==> src/rtl/move_commit_if.sv <==
// rtl/move_commit_if.sv - move request/response handshake between game controller and move_commit
interface move_commit_if;
  logic       clear_req;
  logic       move_valid;
  logic       move_ready;
  logic [3:0] move_x;
  logic [3:0] move_y;
  logic       done;
  logic       accepted;

  modport master (
    output clear_req, move_valid, move_x, move_y,
    input  move_ready, done, accepted
  );

  modport slave (
    input  clear_req, move_valid, move_x, move_y,
    output move_ready, done, accepted
  );
endinterface

==> src/rtl/move_commit.sv <==
// rtl/move_commit.sv - GoBang board-write sequencer: point-empty check, stone placement, board sweep
module move_commit #(
  parameter int BOARD_SIZE = 15,
  parameter int ADDR_W     = 8
) (
  input  logic              clock,
  input  logic              reset,
  move_commit_if.slave      mv,
  output logic [ADDR_W-1:0] mem_addr,
  output logic [1:0]        mem_wdata,
  output logic              mem_we,
  input  logic [1:0]        mem_rdata,
  output logic [1:0]        player,
  output logic [7:0]        stones,
  output logic              board_full,
  output logic              busy
);

  localparam int                CELLS      = BOARD_SIZE * BOARD_SIZE;
  localparam logic [ADDR_W-1:0] LAST_ADDR  = ADDR_W'(CELLS - 1);
  localparam logic [7:0]        MAX_STONES = 8'(CELLS);
  localparam logic [4:0]        SIZE5      = 5'(BOARD_SIZE);

  typedef enum logic [2:0] {
    CLEAR,
    IDLE,
    READ,
    CHECK,
    WRITE,
    RESP
  } state_t;

  state_t            state;
  state_t            state_n;
  logic [ADDR_W-1:0] sweep_addr;
  logic [ADDR_W-1:0] addr_q;
  logic              reject_q;
  logic [ADDR_W-1:0] move_addr;
  logic              out_of_range;
  logic              occupied;

  assign move_addr    = ADDR_W'(mv.move_y) * ADDR_W'(BOARD_SIZE) + ADDR_W'(mv.move_x);
  assign out_of_range = ({1'b0, mv.move_x} >= SIZE5) || ({1'b0, mv.move_y} >= SIZE5);
  // Any non-empty code, including the illegal 11, blocks the cell.
  assign occupied     = (mem_rdata != 2'b00);
  assign board_full   = (stones == MAX_STONES);

  always_ff @(posedge clock) begin
    if (reset) begin
      state <= CLEAR;
    end else begin
      state <= state_n;
    end
  end

  always_comb begin
    state_n       = state;
    mem_addr      = addr_q;
    mem_wdata     = 2'b00;
    mem_we        = 1'b0;
    mv.done       = 1'b0;
    mv.accepted   = 1'b0;
    mv.move_ready = 1'b0;
    busy          = 1'b1;
    case (state)
      CLEAR: begin
        mem_we   = 1'b1;
        mem_addr = sweep_addr;
        if (sweep_addr == LAST_ADDR) begin
          state_n = IDLE;
        end
      end
      IDLE: begin
        busy          = 1'b0;
        mv.move_ready = ~mv.clear_req;
        if (mv.clear_req) begin
          state_n = CLEAR;
        end else if (mv.move_valid) begin
          state_n = out_of_range ? RESP : READ;
        end
      end
      READ: begin
        state_n = CHECK;
      end
      CHECK: begin
        state_n = occupied ? RESP : WRITE;
      end
      WRITE: begin
        mem_we    = 1'b1;
        mem_wdata = player;
        state_n   = RESP;
      end
      RESP: begin
        mv.done     = 1'b1;
        mv.accepted = ~reject_q;
        state_n     = IDLE;
      end
      default: begin
        state_n = CLEAR;
      end
    endcase
    // Reset masks the outputs in the same cycle so an in-flight write never lands.
    if (reset) begin
      state_n       = CLEAR;
      mem_addr      = '0;
      mem_wdata     = 2'b00;
      mem_we        = 1'b0;
      mv.done       = 1'b0;
      mv.accepted   = 1'b0;
      mv.move_ready = 1'b0;
      busy          = 1'b1;
    end
  end

  always_ff @(posedge clock) begin
    if (reset) begin
      sweep_addr <= '0;
      addr_q     <= '0;
      reject_q   <= 1'b0;
      player     <= 2'b01;
      stones     <= 8'd0;
    end else begin
      case (state)
        CLEAR: begin
          sweep_addr <= (sweep_addr == LAST_ADDR) ? '0 : sweep_addr + 1'b1;
        end
        IDLE: begin
          if (mv.clear_req) begin
            sweep_addr <= '0;
            player     <= 2'b01;
            stones     <= 8'd0;
          end else if (mv.move_valid) begin
            addr_q   <= move_addr;
            reject_q <= out_of_range;
          end
        end
        CHECK: begin
          if (occupied) begin
            reject_q <= 1'b1;
          end
        end
        WRITE: begin
          player <= (player == 2'b01) ? 2'b10 : 2'b01;
          if (stones != MAX_STONES) begin
            stones <= stones + 8'd1;
          end
        end
        default: begin
        end
      endcase
    end
  end

endmodule

==> src/flat_wrapper.sv <==
// flat-port wrapper written by rule: the top's interface ports become plain ports
module move_commit_flat 
#(
  parameter int BOARD_SIZE = 15,
  parameter int ADDR_W     = 8
)
  (clock, reset, mem_addr, mem_wdata, mem_we, mem_rdata, player, stones, board_full, busy, mv_clear_req, mv_move_valid, mv_move_x, mv_move_y, mv_move_ready, mv_done, mv_accepted);
  move_commit_if mv_i ();
  input  logic clock;
  input  logic reset;
  output logic [ADDR_W-1:0] mem_addr;
  output logic [1:0] mem_wdata;
  output logic mem_we;
  input  logic [1:0] mem_rdata;
  output logic [1:0] player;
  output logic [7:0] stones;
  output logic board_full;
  output logic busy;
  input wire logic [$bits(mv_i.clear_req)-1:0] mv_clear_req;
  input wire logic [$bits(mv_i.move_valid)-1:0] mv_move_valid;
  input wire logic [$bits(mv_i.move_x)-1:0] mv_move_x;
  input wire logic [$bits(mv_i.move_y)-1:0] mv_move_y;
  output wire logic [$bits(mv_i.move_ready)-1:0] mv_move_ready;
  output wire logic [$bits(mv_i.done)-1:0] mv_done;
  output wire logic [$bits(mv_i.accepted)-1:0] mv_accepted;
  assign mv_i.clear_req = mv_clear_req;
  assign mv_i.move_valid = mv_move_valid;
  assign mv_i.move_x = mv_move_x;
  assign mv_i.move_y = mv_move_y;
  assign mv_move_ready = mv_i.move_ready;
  assign mv_done = mv_i.done;
  assign mv_accepted = mv_i.accepted;
  move_commit #(.BOARD_SIZE(BOARD_SIZE), .ADDR_W(ADDR_W)) u_core (.clock(clock), .reset(reset), .mv(mv_i), .mem_addr(mem_addr), .mem_wdata(mem_wdata), .mem_we(mem_we), .mem_rdata(mem_rdata), .player(player), .stones(stones), .board_full(board_full), .busy(busy));
endmodule
==> config.mk <==
export PLATFORM = sky130hd
export DESIGN_NAME = move_commit_flat
export DESIGN_NICKNAME = d
export VERILOG_FILES = /design/src/rtl/move_commit_if.sv /design/src/rtl/move_commit.sv /design/src/flat_wrapper.sv
export SDC_FILE = /design/constraint.sdc
export NUM_CORES = 1
export LEC_CHECK = 0
export ABC_AREA = 1
export BUFFER_PORTS_ARGS = -buffer_cell sky130_fd_sc_hd__buf_2
export CAP_MARGIN = 5
export CORE_UTILIZATION = 32
export CTS_CLUSTER_SIZE = 30
export DETAILED_ROUTE_END_ITERATION = 10
export PLACE_DENSITY = 0.53
export SYNTH_ARGS = -nofsm -noshare
export SYNTH_HDL_FRONTEND = slang
export SYNTH_SLANG_ARGS = --single-unit
==> constraint.sdc <==
create_clock -name clock -period 6.5 [get_ports clock]
set_input_delay 0.65 -clock clock [delete_from_list [all_inputs] [get_ports clock]]
set_output_delay 0.65 -clock clock [all_outputs]
set_load 0.005 [all_outputs]
# == Yosys cells after proc, flatten, opt, wreduce, memory -nomap -nowiden ==
# Index checks and enable logic that the tools add are counted.
# word_totals
input_bits,14
latch_bits,0
ram_bits,0
wordCells,75
mem_count,0
mem_bits_ro,0
reg_bits,30
output_inout_bits,26
# op_classes
shift,0
n_div,0
reduce_logical,13
order_cmp,2
mux,32
add_sub_neg,3
mul,1
bitwise_logic,2
n_eq_ne,16
# ops
cell,count
8-bit two-way mux,5
8-bit case mux with 2 select lines,2
3-bit case mux with 6 select lines,1
8-bit by 1-bit adder with 8-bit output (second input constant),2
8-bit == test (second input constant),2
1-bit two-way mux,14
3-bit two-way mux,4
8-bit by 4-bit adder with 8-bit output,1
4-bit >= comparator (second input constant),2
4-bit by 4-bit multiplier with 8-bit output (second input constant),1
2-bit two-way mux,4
8-bit != test (second input constant),1
2-bit nonzero test,4
3-bit by 2-bit == test with 1-bit output (second input constant),2
3-bit == test (second input constant),2
2-bit by 1-bit != test with 1-bit output (second input constant),3
2-bit != test (second input constant),3
2-bit AND reduction,3
3-bit AND reduction,2
2-bit case mux with 2 select lines,1
4-bit AND reduction,1
3-bit by 1-bit == test with 1-bit output (second input constant),1
3-bit zero test,1
3-bit != test (second input constant),1
other kinds (5),6

# == Depth between registers and ports, before layout ==
# Gate-level depths: netlist of run 1.
# logic_depth
depth_word,6
mapped_depth,14
mapped_depth_nobuf,14

# == Worst setup path after synthesis of run 1 ==
# Ideal clock, no wire load.
# synth_timing
kind,input to register
start,input mv_move_y[0]
end,register u_core.addr_q[4]
stages,11
setup_time_ps,115
arrival_ps,3105
path_slack_ps,3279
t_required_ps,6385
cell_sequence,fa_1 fa_1 inv_1 fa_1 inv_1 ha_1 or2_2 nand2_1 xnor2_1 o21ai_0 inv_1
# synth_via
elab_chain_len,2
# synth_rtl
item,line_no,rtl
"start, declared",flat_wrapper.sv:22,input wire logic [$bits(mv_i.move_y)-1:0] mv_move_y;
4-bit by 4-bit multiplier with 8-bit output,move_commit.sv:42,assign move_addr = ADDR_W'(mv.move_y) * ADDR_W'(BOARD_SIZE) + ADDR_W'(mv.move_x);
8-bit by 4-bit adder with 8-bit output,move_commit.sv:42,
"end signal, assigned",move_commit.sv:133,addr_q <= move_addr;
"end, declared",move_commit.sv:36,logic [ADDR_W-1:0] addr_q;
# No other way between the ends.
# A chain may end at the register's enable or synchronous reset.

# == Final worst setup path of run 1 ==
# layout_timing
start,input mv_move_y[2]
end,register u_core.addr_q[4]
# Same word-level chain as after synthesis.

==> impl_metrics.ini, run 1 <==
[power_and_ir_drop]
ir_drop_uv = 69.8
p_total_uw = 458
p_leak_nw = 1.30
power_density_mw_per_mm2 = 171

[layout]
area_delta_synth_final_pct = 15.2
final_util = 0.388
final_layout_size_suffix_gt1_frac = 0.171
antenna_cells = 0
fin_cells = 483
final_nets = 429
fill_cells = 795

[sta]
fmax_mhz = 317
setup-tns-final_ps = 0
clock_skew_ps = 4.00
worst_slew_pin_slew_ps = 722
slew_headroom = 0.518
timing.final.ws_setup_ps = 3340
fin_crit_ps = 3160
rsz0062_at_grt = false
setup_viol = 0
hold_viol_final = 0
drv_slew = 0
finalCritPeriodShare = 0.486

[synthesis]
synth-edff-count = 0
ys_ff_latch = 30
ys_top_cells_by_count = nand2_1 (76), nor2_1 (55), inv_1 (45), dfxtp_1 (30), a21oi_1 (24)
yosysWarnings = 0
syn_inst = 348
netlist_area_mm2 = 0.00233
synth_top_area_cell = dfxtp_1
synthTopCellsByArea = dfxtp_1 (26%), nand2_1 (12%), ha_1 (12%)
post-synth-top-area-fraction = 0.258
yosys.cell_types.count = 30
ys_seq_area_frac = 0.258
postSynthAreaPerCell_um2 = 6.69
async_reset_ff_frac = 0
syn-num-nets = 391
synth.most_common_cell = nand2_1
synth_flop_cell = dfxtp_1

[cts]
cts_made_buffers = 5
cts_setup_buffers = 0
clk_pin_slew_ps = 70
cts_tree = done
ctsHoldBuffers = 0
root_buffer = clkbuf_8
clkLatencyLatePin_ps = 280
ctsResizeCount = 0
ctsLongestPathBuffers = 2
htreeDepth = 2
cts.sinks = 30

[min_path]
hp-class = reg -> reg
hold_start = u_core.stones[4]
min_path_cells = 2
worstHoldEndpoint = u_core.stones[4]

[route]
via_count = 2202
drcViolationCount = 0
wirelength_um = 5220
drt_iter0_drc = 75
drtPass1Iterations = 4
routedWlPerCell_um = 10.8
drt-vias-per-instance = 4.56
ant_nets = 0

[floorplan]
dieArea_mm2 = 0.00762
die_y_um = 87.3
ios = 40
die_w_um = 87.3
initial_core_util = 0.337
num_rows = 30
design.core.area_mm2 = 0.00691

[place]
gp_congestion = 0.808
port_buffers = 39
dpl.hpwl_um = 4210
place_ws_ps = 3040
placed_cells = 475

[global_routing]
grt_pass1_vias = 2019
grt_remaining_overflow = 0
grt_pass1_wl_um = 8790
grt.total_usage = 0.147
grt_max_degree = 23
antenna_found_initial = 0

[setup_path]
crit_required_ps = 6670
worstPathCellList = buf_2, fa_1, fa_1, inv_1, fa_1, inv_1, ha_1, or2_2, nand2_1, xnor2_1, o21ai_0, inv_1
arrival_ps = 3330
cp-end-kind = flip-flop
rrSetupSlack_ps = 4600
crit_path_max_fanout = 7
reg2reg_to = u_core.sweep_addr[1]
slowest_stage = fa_1
worstSetupStartpointType = input pin
reg2reg_from = u_core.state[1]
crit_type = in -> reg
rr_worst_depth = 8
slowest_delay_ps = 500

[run]
drv_cap = 0

[status]
status = complete, no violations
-- cell usage in the layout, fill, tap and decap left out --
cell type | Yosys | final
nand3b_1 | 2 | 2
nand4_1 | 4 | 4
or2_2 | 1 | 1
fa_1 | 7 | 7
inv_1 | 45 | 45
xnor2_1 | 2 | 2
clkbuf_8 | 0 | 6
nor3_1 | 4 | 4
o21ai_0 | 22 | 22
nor2_2 | 1 | 1
nand2_4 | 1 | 1
nor2_1 | 55 | 55
buf_2 | 0 | 39
a21oi_1 | 24 | 24
nor2_4 | 3 | 3
clkbuf_1 | 2 | 1
nand2_2 | 6 | 6
nand3_1 | 21 | 21
xor2_1 | 2 | 2
and2_1 | 1 | 1
inv_2 | 5 | 5
nand2_1 | 76 | 76
or2_1 | 1 | 1
clkinv_2 | 0 | 1
nor3_2 | 1 | 1
nor4_1 | 1 | 1
o211ai_1 | 1 | 1
a21oi_2 | 2 | 2
dfxtp_1 | 30 | 30
ha_1 | 22 | 22
-- per-stage QoR --
step / hold WS (ps) / instance area [um^2]
final: 498 / 2680
after global placement: 485 / 2590
after global routing: 522 / 2680
after floorplan: 463 / 2330
after CTS: 500 / 2680
after detailed placement: 491 / 2590
-- sequential cells by signal (all words and copies together), names as in the netlist --
name,count
u_core.state,3
u_core.sweep_addr,8
u_core.stones,8
u_core.reject_q,1
u_core.player,2
u_core.addr_q,8
-- kinds of logic (layout without fill, tap and decap cells) --
| group | count (synthesis) | in the layout | synth area share |
|---|---|---|---|
| buffers and inverters | 58 | 97 | 0.103 |
| adder cells (fa/ha/maj) | 29 | 29 | 0.178 |
| AND/OR/NAND/NOR | 178 | 178 | 0.335 |
| flip-flops | 30 | 30 | 0.258 |
| AO/OA/AOI/OAI | 49 | 49 | 0.110 |
| XOR/XNOR | 4 | 4 | 0.0151 |
-- where the power goes --
| group | total (mW) | switching, mW | internal [mW] |
|---|---|---|---|
| logic | 0.113 | 0.0642 | 0.0487 |
| clock network | 0.157 | 0.0720 | 0.0854 |
| registers | 0.187 | 0.00188 | 0.185 |
| total | 0.458 | 0.138 | 0.320 |
-- critical path: cells and delay by family --
kind	cells	cell delay (ps)
and+or+nand+nor	2	370
buffers and inverters	4	320
adders and majority gates	4	1790
AOI/OAI and AO/OA	1	140
xor gates and xnor gates	1	50
-- layer usage --
| metal | routed length (um) | up-vias | track usage |
|---|---|---|---|
| li1 | - | 1175 | - |
| met1 | 2580 | 996 | 0.189 |
| met2 | 2480 | 29 | 0.244 |
| met3 | 137 | 2 | 0.0360 |
| met4 | 27 | 0 | 0.0432 |
| met5 | 0 | - | 0 |
-- cell type report --
class,count,area [um^2],area share
clock inverter,1,5.00,0.00187
clock buffer,7,86.3,0.0322
sequential,30,601,0.224
inverter,50,188,0.0700
tap,96,120,0.0448
timing repair buffer,39,195,0.0728
multi-input combinational,260,1490,0.554
-- worst max-delay path by stage --
stage | start | end | slack (ps) | cells past startpoint
after floorplan | mv_move_y[0] | u_core.addr_q[4] | 3280 | 11
after global placement | mv_move_y[2] | u_core.addr_q[4] | 3080 | 12
after detailed placement | mv_move_y[2] | u_core.addr_q[4] | 3040 | 12
after CTS | mv_move_y[2] | u_core.addr_q[4] | 3340 | 12
after global routing | mv_move_y[2] | u_core.addr_q[4] | 3190 | 12
final | mv_move_y[2] | u_core.addr_q[4] | 3340 | 12
(Power assumes the default switching activity.)
==> run 2: changes to the inputs <==
- clock period: 6.5 -> 3.17 ns (I/O delays scaled with it)
==> run 2 against run 1 <==
Combinational power is 110% higher. Sequential power is 110% higher. Non-clock buffer count is 1 higher. Critical path depth stayed put. Clock-buffer cell count is 1 lower. Clock power is 96% higher. Core utilization hardly changed. First-iteration DRC count is 24% higher. Power is 100% higher. Critical path type unchanged. Largest cell class unchanged. Highest routed layer unchanged.
==> impl_metrics.ini, run 2 (synthesis gave the netlist of run 1 again) <==
[route]
drt-vias-per-instance = 4.58
ant_nets = 0
drt_iter0_drc = 93
routedWlPerCell_um = 10.7
drcViolationCount = 0
drtPass1Iterations = 4
via_count = 2206
wirelength_um = 5150

[setup_path]
slowest_stage = fa_1
crit_type = in -> reg
worstPathCellList = buf_2, fa_1, fa_1, inv_1, fa_1, inv_1, ha_1, or2_2, nand2_1, xnor2_1, o21ai_0, inv_1
reg2reg_to = u_core.sweep_addr[1]
rr_worst_depth = 8
rrSetupSlack_ps = 1280
cp_top_family = adder cells
cp-end-kind = flip-flop
arrival_ps = 2960
crit_path_max_fanout = 3
cp-startpoint = mv_move_y[0]
worstSetupStartpointType = input pin
crit_required_ps = 3350
slowest_delay_ps = 510
cp_num_buf_inv = 4
reg2reg_from = u_core.state[1]

[place]
placed_cells = 476
port_buffers = 39
dpl.hpwl_um = 4130
place_ws_ps = 84.7
gp_congestion = 0.828
dpl_cell_area_mm2 = 0.00260

[status]
status = complete, no violations

[cts]
cts_made_buffers = 5
ctsLongestPathBuffers = 2
ctsResizeCount = 0
cts_setup_buffers = 0
clkLatencyLatePin_ps = 280
clk_pin_slew_ps = 60
cts.sinks = 30
ctsHoldBuffers = 0
root_buffer = clkbuf_8
cts_tree = done
htreeDepth = 2

[min_path]
hold_start = mv_clear_req
worstHoldEndpoint = u_core.stones[6]
hp-class = in -> reg
min_path_cells = 4

[layout]
fin_cells = 482
largestRegisters = u_core.addr_q x8, u_core.stones x8, u_core.sweep_addr x8
antenna_cells = 0
fill_cells = 770
final_nets = 430
final_layout_size_suffix_gt1_frac = 0.171
final_common_cell = nand2_1
design_area_mm2 = 0.00268
final_util = 0.388
layout_common_cells = nand2_1 (76), nor2_1 (55), inv_1 (45)
area_delta_synth_final_pct = 15.2

[sta]
fin_crit_ps = 2780
worst_slew_pin_slew_ps = 685
fin_hold_ws_ps = 404
hold_viol_final = 0
slew_headroom = 0.543
finalCritPeriodShare = 0.878
setup-tns-final_ps = 0
setup_viol = 0
fmax_mhz = 359
timing.final.ws_setup_ps = 387
drv_slew = 0
clock_skew_ps = 3.63
rsz0062_at_grt = false

[floorplan]
num_rows = 30
ios = 40
die_y_um = 87.3
dieArea_mm2 = 0.00762
design.core.area_mm2 = 0.00691
initial_core_util = 0.337
die_w_um = 87.3

[global_routing]
grt.total_usage = 0.146
grt_pass1_wl_um = 8840
grt_use_met1 = 0.186
grt_max_degree = 23
antenna_found_initial = 0
grt-busiest-layer = met2
grtUsageMet3 = 0.0246
grt_pass1_vias = 2013
met2_usage = 0.246
grt_remaining_overflow = 0

[power_and_ir_drop]
p_total_uw = 925
p_leak_nw = 1.30
ir_drop_uv = 141
power_density_mw_per_mm2 = 345

[run]
drv_cap = 0
run 2: worst min-delay path, stage by stage:
cell and delay [ps]:
buf_2 130, a21oi_1 100, nand2_1 70, nor2_1 30
run 2: layer usage:
layer / share of wire / wire length [um]
met5: 0 / 0
met4: 0.015 / 78
met3: 0.039 / 202
met2: 0.47 / 2440
met1: 0.47 / 2430
run 2: area by class of cell:
cell class / count / area, um^2 / area share
Multi-Input combinational cell: 260 / 1490 / 0.555
Sequential cell: 30 / 601 / 0.224
Timing Repair Buffer: 40 / 203 / 0.0756
Inverter: 50 / 188 / 0.0700
Tap cell: 96 / 120 / 0.0448
Clock buffer: 6 / 82.6 / 0.0308
run 2: report_power, final:
group	leakage [nW]	total, mW	internal (mW)	switching, mW
combinational	1.01	0.233	0.100	0.133
sequential	0.242	0.384	0.380	0.00391
clock	0.0431	0.308	0.167	0.141
total	1.30	0.925	0.648	0.277
run 2: worst max path at each step:
stage / endpoint / slack, ps / cells past startpoint
after CTS: u_core.addr_q[4] / 390 / 12
after global placement: u_core.addr_q[4] / 100 / 12
after detailed placement: u_core.addr_q[4] / 80 / 12
after global routing: u_core.addr_q[4] / 210 / 12
final: u_core.addr_q[4] / 390 / 12
after floorplan: u_core.addr_q[4] / 280 / 11
==> run 3: changes to the inputs <==
- clock period: 3.17 -> 3.35 ns (I/O delays scaled with it)
==> run 3 against run 2 <==
Flip-flop and latch count did not move. Clock skew increased by 0.74 ps. Sequential power shrank 5.2%. Sequential share of layout area barely moved. Worst hold slack improved by 20 ps. Critical path depth did not move. Die area stayed put.
==> impl_metrics.ini, run 3 (synthesis gave the netlist of run 1 again) <==
[status]
status = complete, no violations

[layout]
layout_common_cells = nand2_1 (76), nor2_1 (55), inv_1 (45)
largestRegisters = u_core.addr_q x8, u_core.stones x8, u_core.sweep_addr x8
final_nets = 429
final_layout_size_suffix_gt1_frac = 0.171
antenna_cells = 0
final_common_cell = nand2_1
area_delta_synth_final_pct = 15.2
fin_cells = 483

[setup_path]
arrival_ps = 3010
rr_worst_depth = 8
rrSetupSlack_ps = 1480
reg2reg_to = u_core.sweep_addr[1]
reg2reg_from = u_core.state[1]
crit_path_max_fanout = 7
crit_type = in -> reg
cp-end-kind = flip-flop
crit_required_ps = 3530
worstSetupStartpointType = input pin

[floorplan]
dieArea_mm2 = 0.00762
die_y_um = 87.3
ios = 40
num_rows = 30
design.core.area_mm2 = 0.00691
die_w_um = 87.3
initial_core_util = 0.337

[sta]
rsz0062_at_grt = false
setup_viol = 0
clock_skew_ps = 4.37
slew_headroom = 0.537
finalCritPeriodShare = 0.844
fmax_mhz = 353
hold_viol_final = 0
drv_slew = 0
setup-tns-final_ps = 0
worst_slew_pin_slew_ps = 694
fin_crit_ps = 2830

[cts]
root_buffer = clkbuf_8
htreeDepth = 2
ctsHoldBuffers = 0
clk_pin_slew_ps = 70
clkLatencyLatePin_ps = 290
ctsResizeCount = 0
ctsLongestPathBuffers = 2
cts_setup_buffers = 0
cts.sinks = 30
cts_tree = done
cts_made_buffers = 5

[min_path]
hp-class = in -> reg
worstHoldEndpoint = u_core.stones[6]
hold_start = mv_clear_req
min_path_cells = 4

[global_routing]
grt_max_degree = 23
grt_remaining_overflow = 0
grt.total_usage = 0.151
grt_pass1_vias = 2046
antenna_found_initial = 0
grt_pass1_wl_um = 9090

[route]
via_count = 2184
routedWlPerCell_um = 10.9
drt_iter0_drc = 100
wirelength_um = 5270
drcViolationCount = 0
ant_nets = 0
drtPass1Iterations = 4
drt-vias-per-instance = 4.52

[power_and_ir_drop]
power_density_mw_per_mm2 = 332
ir_drop_uv = 132
p_leak_nw = 1.30

[run]
drv_cap = 0

[place]
gp_congestion = 0.808
dpl.hpwl_um = 4200
port_buffers = 39
placed_cells = 475
==> run 3: cell types whose count changed in the layout (fill, tap and decap cells not counted), sizes merged <==
| cell | delta |
|---|---|
| clkbuf | +1 |
| clkinv | +1 |
| buf | -1 |
==> run 3: metal layers <==
layer / track usage / wire length (um)
met3: 0.0360 / 179
met1: 0.195 / 2600
met4: 0.0447 / 65
met5: 0 / 0
met2: 0.250 / 2430
==> run 3: worst max-delay path, cell delays in order <==
cell	delay, ps
buf_2	180
fa_1	480
fa_1	500
inv_1	50
fa_1	490
inv_1	40
ha_1	320
or2_2	290
nand3b_1	100
a21oi_1	70
nor2_1	110
nor2_1	40
==> run 3: power by group <==
part           leakage, nW  total (mW)  internal, mW  switching [mW]
sequential           0.242       0.364         0.360         0.00376
combinational         1.01       0.220        0.0946           0.125
clock               0.0482       0.308         0.166           0.142
total                 1.30       0.891         0.620           0.271
==> run 3: how the worst max path moves through the flow <==
stage	from	endpoint	slack (ps)
finish	mv_move_y[2]	u_core.addr_q[6]	520
floorplan	mv_move_y[0]	u_core.addr_q[4]	440
CTS	mv_move_y[2]	u_core.addr_q[6]	500
global placement	mv_move_y[2]	u_core.addr_q[4]	250
detailed placement	mv_move_y[2]	u_core.addr_q[4]	190
global route	mv_move_y[2]	u_core.addr_q[6]	350
==> run 3: layout make-up <==
type | count | area (um^2)
tap | 96 | 120
sequential | 30 | 601
clock buffer | 7 | 86.3
multi-input combinational | 260 | 1490
timing repair buffer | 39 | 195
clock inverter | 1 | 5.00
fill | 789 | 4230
inverter | 50 | 188
==> run 3: per-stage QoR <==
step	setup slack [ps]	hold WS (ps)	power (mW)	instance area (um^2)	utilization
6_report	521	424	0.891	2680	0.388
5_1_grt	350	463	0.956	2680	0.388
4_1_cts	500	419	0.906	2680	0.388
3_5_place_dp	193	483	0.593	2590	0.375
3_3_place_gp	251	485	0.592	2590	0.375
2_1_floorplan	444	463	0.541	2330	-
